<file path="config.mk">
export PLATFORM = sky130hd
export DESIGN_NAME = rgb_fade_sequencer
export DESIGN_NICKNAME = d
export VERILOG_FILES = /design/src/rtl/rgb_fade_sequencer.sv
export SDC_FILE = /design/constraint.sdc
export NUM_CORES = 1
export LEC_CHECK = 0
export ABC_AREA = 1
export CORE_ASPECT_RATIO = 1.1
export CORE_UTILIZATION = 36
export DETAILED_ROUTE_END_ITERATION = 7
export PLACE_DENSITY = 0.6
export SYNTH_ARGS = -nofsm -noshare
export SYNTH_HDL_FRONTEND = slang
export SYNTH_SLANG_ARGS = --single-unit
</file>
<file path="constraint.sdc">
create_clock -name clk_i -period 4.6 [get_ports clk_i]
set_clock_uncertainty 0.05 [all_clocks]
set_input_delay 0.92 -clock clk_i [delete_from_list [all_inputs] [get_ports clk_i]]
set_output_delay 0.92 -clock clk_i [all_outputs]
set_load 0.005 [all_outputs]
</file>
<file path="src/rtl/rgb_fade_sequencer.sv">
// rgb_fade_sequencer
//
// Fading colour sequencer for the on-chip RGB LED driver. One colour channel at a
// time fades in, holds at full brightness, fades out, then the active colour
// rotates 001 -> 010 -> 100 -> 001.
//
// Optional feature: define RGB_FADE_GAMMA_EN to apply a square-law gamma curve
// to the brightness level. This adds one register stage in the duty path.
//
// Parameters:
//   StepCycles - clock cycles per brightness step
//   HoldSteps  - steps spent at full brightness (>= 1)
//   PwmBits    - width of PWM counter and brightness level
//
// Ports:
//   clk_i        - system clock, rising edge
//   rst_ni       - synchronous active-low reset
//   en_i         - run request, level-sensitive
//   pwm_o        - registered PWM enables, bit0/1/2 -> RGB0PWM/RGB1PWM/RGB2PWM
//   busy_o       - high whenever the sequencer is not idle
//   cycle_done_o - one-cycle pulse at the end of each fade-out

module rgb_fade_sequencer #(
    parameter int unsigned StepCycles = 187_500,
    parameter int unsigned HoldSteps  = 256,
    parameter int unsigned PwmBits    = 8
) (
    input  logic       clk_i,
    input  logic       rst_ni,
    input  logic       en_i,
    output logic [2:0] pwm_o,
    output logic       busy_o,
    output logic       cycle_done_o
);

    localparam int unsigned PrescW = (StepCycles > 1) ? $clog2(StepCycles) : 1;
    localparam int unsigned HoldW  = (HoldSteps > 1) ? $clog2(HoldSteps) : 1;

    localparam logic [PrescW-1:0]  PrescMax = PrescW'(StepCycles - 1);
    localparam logic [HoldW-1:0]   HoldMax  = HoldW'(HoldSteps - 1);
    localparam logic [PwmBits-1:0] LevelMax = {PwmBits{1'b1}};

    typedef enum logic [1:0] {
        StIdle,
        StFadeIn,
        StHold,
        StFadeOut
    } state_e;

    state_e               state_q, state_d;
    logic [PwmBits-1:0]   pwm_cnt_q;
    logic [PrescW-1:0]    presc_q, presc_d;
    logic [PwmBits-1:0]   level_q, level_d;
    logic [HoldW-1:0]     hold_q, hold_d;
    logic [2:0]           rgb_q, rgb_d;
    logic [2:0]           pwm_q, pwm_d;
    logic                 cycle_done_q, cycle_done_d;
    logic                 tick;
    logic [PwmBits-1:0]   duty;

`ifdef RGB_FADE_GAMMA_EN
    // Square-law gamma: duty = level^2 >> PwmBits, registered to keep the
    // multiplier out of the comparator path.
    logic [2*PwmBits-1:0] level_sq;
    logic [PwmBits-1:0]   duty_q;

    assign level_sq = {{PwmBits{1'b0}}, level_q} * {{PwmBits{1'b0}}, level_q};

    always_ff @(posedge clk_i) begin
        if (!rst_ni) begin
            duty_q <= '0;
        end else begin
            duty_q <= PwmBits'(level_sq >> PwmBits);
        end
    end

    assign duty = duty_q;
`else
    assign duty = level_q;
`endif

    // Prescaler only runs while a sequence is active so every fade-in starts
    // with a full step period.
    assign tick = (state_q != StIdle) && (presc_q == PrescMax);

    always_comb begin
        state_d      = state_q;
        level_d      = level_q;
        hold_d       = hold_q;
        rgb_d        = rgb_q;
        cycle_done_d = 1'b0;

        if (state_q == StIdle || tick) begin
            presc_d = '0;
        end else begin
            presc_d = presc_q + PrescW'(1);
        end

        unique case (state_q)
            StIdle: begin
                level_d = '0;
                if (en_i) begin
                    state_d = StFadeIn;
                end
            end
            StFadeIn: begin
                if (tick) begin
                    if (level_q == LevelMax) begin
                        state_d = StHold;
                        hold_d  = '0;
                    end else begin
                        level_d = level_q + PwmBits'(1);
                    end
                end
            end
            StHold: begin
                if (tick) begin
                    if (hold_q == HoldMax) begin
                        state_d = StFadeOut;
                    end else begin
                        hold_d = hold_q + HoldW'(1);
                    end
                end
            end
            StFadeOut: begin
                if (tick) begin
                    if (level_q == '0) begin
                        // End of cycle: rotate colour; en_i is only sampled here
                        // and in idle, so a dropped request completes gracefully.
                        rgb_d        = {rgb_q[1:0], rgb_q[2]};
                        cycle_done_d = 1'b1;
                        state_d      = en_i ? StFadeIn : StIdle;
                    end else begin
                        level_d = level_q - PwmBits'(1);
                    end
                end
            end
            default: begin
                state_d = StIdle;
            end
        endcase

        pwm_d = rgb_q & {3{pwm_cnt_q < duty}};
    end

    always_ff @(posedge clk_i) begin
        if (!rst_ni) begin
            state_q      <= StIdle;
            pwm_cnt_q    <= '0;
            presc_q      <= '0;
            level_q      <= '0;
            hold_q       <= '0;
            rgb_q        <= 3'b001;
            pwm_q        <= '0;
            cycle_done_q <= 1'b0;
        end else begin
            state_q      <= state_d;
            pwm_cnt_q    <= pwm_cnt_q + PwmBits'(1);
            presc_q      <= presc_d;
            level_q      <= level_d;
            hold_q       <= hold_d;
            rgb_q        <= rgb_d;
            pwm_q        <= pwm_d;
            cycle_done_q <= cycle_done_d;
        end
    end

    assign pwm_o        = pwm_q;
    assign busy_o       = (state_q != StIdle);
    assign cycle_done_o = cycle_done_q;

endmodule

</file>
# == Yosys cells after proc, flatten, opt, wreduce, memory -nomap -nowiden ==
# Index checks and enable logic that the tools add are counted.
# op_classes
n_eq_ne,16
bitwise_logic,2
add_sub_neg,5
order_cmp,1
n_mul,0
shifts,0
n_mux,20
n_reduce_logical,13
div_mod_pow,0
# ops
cell,count
two-way mux 8 bit,8
"adder 8 x 1 -> 8 bit, second input constant",3
case mux 8 bit (3 select lines),1
"!= test 2 bit, second input constant",10
"adder 18 x 1 -> 18 bit, second input constant",1
"equality test 18 bit, second input constant",1
"equality test 8 bit, second input constant",2
case mux 8 bit (2 select lines),1
two-way mux 2 bit,7
AND reduction 5 bit,2
zero test 8 bit,1
less-than comparator 8 bit,1
case mux 2 bit (4 select lines),1
"subtractor 8 x 1 -> 8 bit, second input constant",1
AND reduction 7 bit,1
AND reduction 3 bit,2
"equality test 2 bit, second input constant",2
nonzero test 2 bit,2
bitwise AND 3 bit,1
nonzero test 3 bit,1
"equality test 2 x 1 -> 1 bit, second input constant",1
zero test 2 bit,1
two-way mux 1 bit,2
OR reduction 2 bit,1
other kinds (3),3
# totals
out_inout_bits,5
memories,0
ram_bits,0
elab_cells,65
regBits,51
mem_bits_ro,0
latch_bits,0

# == Depth between registers and ports, before layout ==
# Gate-level depths: netlist (run 1).
# logic_depth
word_depth,4
ltp_mapped,14
depth_no_buf,13

# == Least setup slack after synthesis (run 1) ==
# OpenSTA, ideal clock, no wires.
# synth_timing
path_type,reg2reg
start,register state_q[0]
end,register level_q[4] (netlist: duty[4])
stages_incl_launch_ff,14
setup_ns,0.072
required_time_ns,4.478
arrival_ns,1.804
setup_slack_ns,2.673
period_less_slack_ns,1.927
path_cell_list,dfxtp_1 -> ha_1 -> buf_2 -> nand2_1 -> inv_1 -> nor2_1 -> ha_1 -> a21o_1 -> nand3_1 -> nand2_1 -> xor2_1 -> inv_1 -> nand2_1 -> a21oi_1
# synth_via
elab_chain_len,4
elab_cells_between_ends,12
# synth_lines
item,line_no,rtl
start: declaration,50,"state_e state_q, state_d;"
start signal: assignment,148,state_q <= StIdle;
start signal: assignment,157,state_q <= state_d;
nonzero test 2 bit,84,assign tick = (state_q != StIdle) && (presc_q == PrescMax);
logical AND 1 bit,84,
!= test 2 bit (no source line),-,
AND reduction 5 bit (no source line),-,
end signal: assignment,160,level_q <= level_d;
end: declaration,53,"logic [PwmBits-1:0] level_q, level_d;"
# Several ways; a longest one is shown, not always the timed one.
# A chain may end at the register's enable or synchronous reset.

# == Worst setup path in the final report (run 1) ==
# layout_timing
start,register state_q[0]
end,output busy_o
# layout_via
elab_chain_len,1
# layout_lines
item,line_no,rtl
nonzero test 2 bit,169,assign busy_o = (state_q != StIdle);
end: declaration,32,"output logic busy_o,"
# Every way passes these cells.

==> results of run 1 <==
metal layers:
| metal | wire length, um | global-route usage |
|---|---|---|
| met5 | 0 | 0 |
| met4 | 103 | 0.0464 |
| met3 | 98 | 0.0227 |
| met2 | 3030 | 0.281 |
| met1 | 3210 | 0.197 |
area by class of cell:
| type | instances | area share |
|---|---|---|
| inverter | 72 | 0.0793 |
| clock buffer | 5 | 0.0201 |
| multi-input combinational | 349 | 0.533 |
| clock inverter | 3 | 0.00804 |
| tap | 111 | 0.0406 |
| sequential | 51 | 0.298 |
| timing repair buffer | 7 | 0.0205 |
worst register-to-register path: stages (launching register included):
cell	delay (ns)
dfxtp_1	0.49
ha_1	0.52
ha_1	0.39
nand3_1	0.10
nand2_1	0.05
inv_1	0.07
nor2_1	0.04
nor2_1	0.12
nand3_1	0.09
nand2_1	0.10
nand3_1	0.09
a21oi_1	0.14
registers in the layout, summed over array words and instances (netlist names):
signal / cells
cycle_done_o: 1
hold_q: 8
state_q: 2
rgb_q: 3
pwm_cnt_q: 8
presc_q: 18
pwm_o: 3
duty: 8
layout by cell type, fill, tap and decap left out, types with 2 or more instances in the layout:
master,instances
xnor2_1,3
or2_2,3
xor2_1,9
nor4_1,5
nand4_1,6
nor2_4,2
a21oi_1,26
nand2_2,5
clkinv_1,2
nor2_2,4
o21ai_0,8
nand3_1,42
nand3_2,3
inv_2,2
ha_1,19
inv_1,67
a31oi_1,2
clkbuf_8,5
nor3_1,9
dfxtp_1,51
clkdlybuf4s50_1,7
nor2_1,75
nand2_4,3
nand2_1,112
o21bai_1,2
power breakdown:
part	switching [mW]	leakage [nW]	internal (mW)
combinational	0.280	1.03	0.150
sequential	0.0513	0.413	0.486
clock	0.169	0.0467	0.113
total	0.501	1.49	0.749
worst paths after layout:
path	startpoint	to
max	state_q[0]	busy_o
min	rgb_q[0]	pwm_o[0]
max reg2reg	state_q[0]	duty[6]
min reg2reg	rgb_q[0]	pwm_o[0]
stage by stage:
step | util | power, mW
final | 0.405 | 1.25
after global routing | 0.405 | 1.37
after global placement | 0.394 | 0.973
after detailed placement | 0.394 | 0.980
after CTS | 0.405 | 1.27
after floorplan | - | 0.880
cells by family (layout without fill, tap and decap cells):
family | count (synthesis) | after routing | synth area share
AND/OR/NAND/NOR | 274 | 274 | 0.393
buffers and inverters | 78 | 87 | 0.0965
flip-flops | 51 | 51 | 0.324
AO/OA/AOI/OAI | 44 | 44 | 0.0782
adder cells (fa/ha/maj) | 19 | 19 | 0.0754
XOR/XNOR | 12 | 12 | 0.0333
==> results.json, run 1 <==
{
  "holdCritPathClass": "flop to flop",
  "die_area_mm2": 0.00913,
  "ant_nets": 0,
  "yosysWarnings": 0,
  "syn-cell-area_mm2": 0.00315,
  "postCtsSetupBuffers": 0,
  "rsz0062_at_grt": "false",
  "fin_nets": 508,
  "clk_pin_slew_worst_paths_ns": 0.11,
  "cts_resized": 0,
  "grt_pass1_wl_um": 11800,
  "finalCriticalPeriod_ns": 2.79,
  "status": "completed",
  "finalHoldViolCount": 0,
  "numClockSinks": 51,
  "drive_gt1_frac": 0.0698,
  "period_share": 0.607,
  "required_ns": 3.63,
  "synth_edf_count": 0,
  "clock_path_buffers": 2,
  "crit_arrival_ns": 1.82,
  "hold-path-cell-count": 2,
  "p_per_area_mw_per_mm2": 365,
  "std_cell_rows": 35,
  "leakagePower_nw": 1.49,
  "syn2layout_area_growth_pct": 8.65,
  "cts_buffers": 5,
  "viasPerCell": 4.70,
  "hold_buffers": 0,
  "r2r_slack_ns": 2.29,
  "reg2regPathDepth": 11,
  "nFillCells": 909,
  "clkLatencyLatePin_ns": 0.31,
  "antenna_found_initial": 0,
  "cp_max_fo": 8,
  "post-dp-hpwl_um": 4960,
  "gp_congestion": 0.844,
  "grt_max_degree": 24,
  "critPathMaxStageDelay_ns": 0.53,
  "syn_area_per_cell_um2": 6.59,
  "seqCellArea_mm2": 0.00102,
  "synthTopCellsByCount": "112 x nand2_1, 75 x nor2_1, 67 x inv_1",
  "synth_top_cell_by_area": "dfxtp_1",
  "drv_slew": 0,
  "ioPinCount": 8,
  "grt_overflow": 0,
  "core-area_mm2": 0.00845,
  "crit_family": "buffers and inverters",
  "synth_most_common_cell": "nand2_1",
  "tns_ns": 0,
  "synth_area_leaders": "dfxtp_1 32%, nand2_1 13%, nor2_1 8.9%",
  "crit_path_end_kind": "primary output",
  "routedWlPerCell_um": 10.8,
  "yosysSeqAreaShare": 0.324,
  "critPathLaunchType": "flop",
  "grt_pass1_vias": 2661,
  "place_area_mm2": 0.00333,
  "synth_top_cell_area_share": 0.324,
  "synth_seq_cells": 51,
  "final_cell_count_no_fill": 598,
  "multi_input_area_mm2": 0.00183,
  "layout_setup_ws_ns": 1.81,
  "synthArstFlopShare": 0,
  "cap_violations": 0,
  "cts_tree": "built",
  "start_util": 0.373,
  "initialDrtViolationCount": 99,
  "max_freq_ghz": 0.358,
  "portBuffers": 7,
  "cp_slowest_cell": "clkdlybuf4s50_1",
  "post-place-cells": 590,
  "max_slew_margin": 0.401,
  "grt_usage": 0.157,
  "worstMarginPinSlew_ns": 0.896,
  "synthCells": 478,
  "finalInstanceArea_mm2": 0.00342,
  "root_buffer": "clkbuf_8",
  "synth_nets": 500,
  "whs_ns": 0.418,
  "dr.pass1.iters": 4,
  "drcViolationCount": 0,
  "place_ws_ns": 1.51,
  "h-tree-depth": 2,
  "vias": 2808,
  "cp.depth": 4,
  "finalSetupViolCount": 0,
  "antenna_cells": 0,
  "ys.flop_type": "dfxtp_1",
  "die_h_um": 100,
  "crit_chain": "inv_1 > ha_1 > clkinv_1 > clkdlybuf4s50_1",
  "routed_wirelength_um": 6440,
  "floorplan.die.width_um": 91.2,
  "ir_drop_mv": 0.140,
  "path_class": "flop to primary output",
  "crit_buf_inv": 3,
  "synth_cell_type_count": 38
}
Power figures use the tool's default switching activity.
==> run 2: changes to the inputs <==
clock period = 2.86 ns   (was 4.6 ns; I/O delays follow)
==> run 2 against run 1 <==
Critical path depth unchanged. Flip-flop and latch count unchanged. Worst hold slack improved by 0.0023 ns. First-iteration DRC count grew 35%. Combinational power is 62% higher. Power grew 61%. Global-route usage increased by 0.094 points. Non-clock buffer count grew 2. Utilization up 0.16 points. Critical endpoint unchanged. Largest cell class unchanged.
==> results.json, run 2 (synthesized netlist as in run 1, its figures left out) <==
{
  "status": "completed",
  "holdCritPathClass": "flop to flop",
  "tns_ns": 0,
  "hold-path-cell-count": 2,
  "finalInstanceArea_mm2": 0.00344,
  "rsz0062_at_grt": "false",
  "worstMarginPinSlew_ns": 0.829,
  "drive_gt1_frac": 0.0736,
  "reg2regPathDepth": 12,
  "multi_input_area_mm2": 0.00183,
  "h-tree-depth": 2,
  "cp_max_fo": 8,
  "viasPerCell": 4.73,
  "ioPinCount": 8,
  "root_buffer": "clkbuf_8",
  "crit_path_end_kind": "primary output",
  "regMostFlops": "presc_q",
  "grt_pass1_vias": 2680,
  "vias": 2838,
  "post-dp-hpwl_um": 5120,
  "clk_pin_slew_worst_paths_ns": 0.10,
  "hold_end": "rgb_q[0]",
  "cts_resized": 0,
  "portBuffers": 7,
  "cts_tree": "built",
  "clock_path_buffers": 2,
  "reg2reg_to": "duty[4]",
  "ir_drop_mv": 0.253,
  "clkLatencyLatePin_ns": 0.31,
  "mostFrequentLayoutCell": "nand2_1",
  "std_cell_rows": 35,
  "syn2layout_area_growth_pct": 9.09,
  "floorplan.die.width_um": 91.2,
  "largest_register_ffs": 18,
  "gp_congestion": 0.905,
  "start_util": 0.373,
  "grt_pass1_wl_um": 11900,
  "required_ns": 2.24,
  "max_slew_margin": 0.445,
  "routed_wirelength_um": 6670,
  "post-place-cells": 592,
  "drcViolationCount": 0,
  "fin_nets": 510,
  "finalCriticalPeriod_ns": 2.43,
  "antenna_found_initial": 0,
  "max_freq_ghz": 0.411,
  "grt_usage": 0.158,
  "initialDrtViolationCount": 134,
  "core-area_mm2": 0.00845,
  "cts_buffers": 5,
  "dr.pass1.iters": 4,
  "place_area_mm2": 0.00334,
  "seqCellArea_mm2": 0.00102,
  "min_from": "rgb_q[2]",
  "routedWlPerCell_um": 11.1,
  "postCtsSetupBuffers": 0,
  "finalSetupViolCount": 0,
  "die_h_um": 100,
  "grt_overflow": 0,
  "critPathLaunchType": "flop",
  "final_cell_mix": "112 x nand2_1, 75 x nor2_1, 67 x inv_1, 51 x dfxtp_1, 42 x nand3_1",
  "finalPower_mw": 2.01,
  "period_share": 0.851,
  "nFillCells": 926,
  "p_per_area_mw_per_mm2": 585,
  "finalHoldViolCount": 0,
  "hold_buffers": 0,
  "crit_arrival_ns": 1.81,
  "r2r_start": "state_q[0]",
  "numClockSinks": 51,
  "path_class": "flop to primary output",
  "drv_slew": 0,
  "die_area_mm2": 0.00913,
  "ant_nets": 0,
  "leakagePower_nw": 1.50,
  "r2r_slack_ns": 0.63,
  "grt_max_degree": 19,
  "cap_violations": 0,
  "final_cell_count_no_fill": 600,
  "antenna_cells": 0
}
run 2: changes by cell type in the layout (fill, tap and decap cells not counted):
cell	previous run	this run
inv_6	1	2
inv_8	1	0
buf_4	0	2
clkinvlp_4	1	0
clkinv_4	0	1
run 2: critical path: stages (launching register included):
cell	delay, ns
dfxtp_1	0.48
inv_1	0.13
ha_1	0.22
clkinv_1	0.14
clkdlybuf4s50_1	0.54
run 2: final cells by class:
class                      instances  area share
clock buffer                       5      0.0200
multi-input combinational        349       0.531
sequential                        51       0.297
timing repair buffer               9      0.0247
inverter                          72      0.0790
tap                              111      0.0404
clock inverter                     3     0.00764
run 2: metal layers:
metal	global-route usage	share of wire	vias to the layer above
li1	-	-	1530
met1	0.191	0.48	1272
met2	0.284	0.48	27
met3	0.0258	0.024	9
met4	0.0562	0.016	0
met5	0	0	-
run 2: how the worst max path moves through the flow:
stage,startpoint,end,slack [ns],cells past startpoint
CTS,state_q[0],busy_o,0.40,4
finish,state_q[0],busy_o,0.43,4
detailed placement,state_q[0],duty[6],0.64,11
global route,state_q[0],busy_o,0.29,4
floorplan,state_q[0],duty[4],0.93,13
global placement,state_q[0],duty[4],0.76,12
run 2: stage by stage:
stage	hold slack (ns)	util	setup slack, ns
6_report	0.420	0.407	0.427
5_1_grt	0.465	0.407	0.289
4_1_cts	0.422	0.407	0.401
3_5_place_dp	0.401	0.396	0.638
3_3_place_gp	0.391	0.396	0.763
2_1_floorplan	0.377	-	0.933
run 2: where the power goes:
| part | switching (mW) | leakage, nW | internal [mW] |
|---|---|---|---|
| clock | 0.269 | 0.0491 | 0.181 |
| sequential | 0.0812 | 0.413 | 0.782 |
| combinational | 0.455 | 1.04 | 0.244 |
| total | 0.804 | 1.50 | 1.21 |
==> run 3: changes to the inputs <==
TNS_END_PERCENT = 10   (was not set)
==> results of run 3 <==
Same layout as run 2: the final DEF is identical, and so are final timing and power.
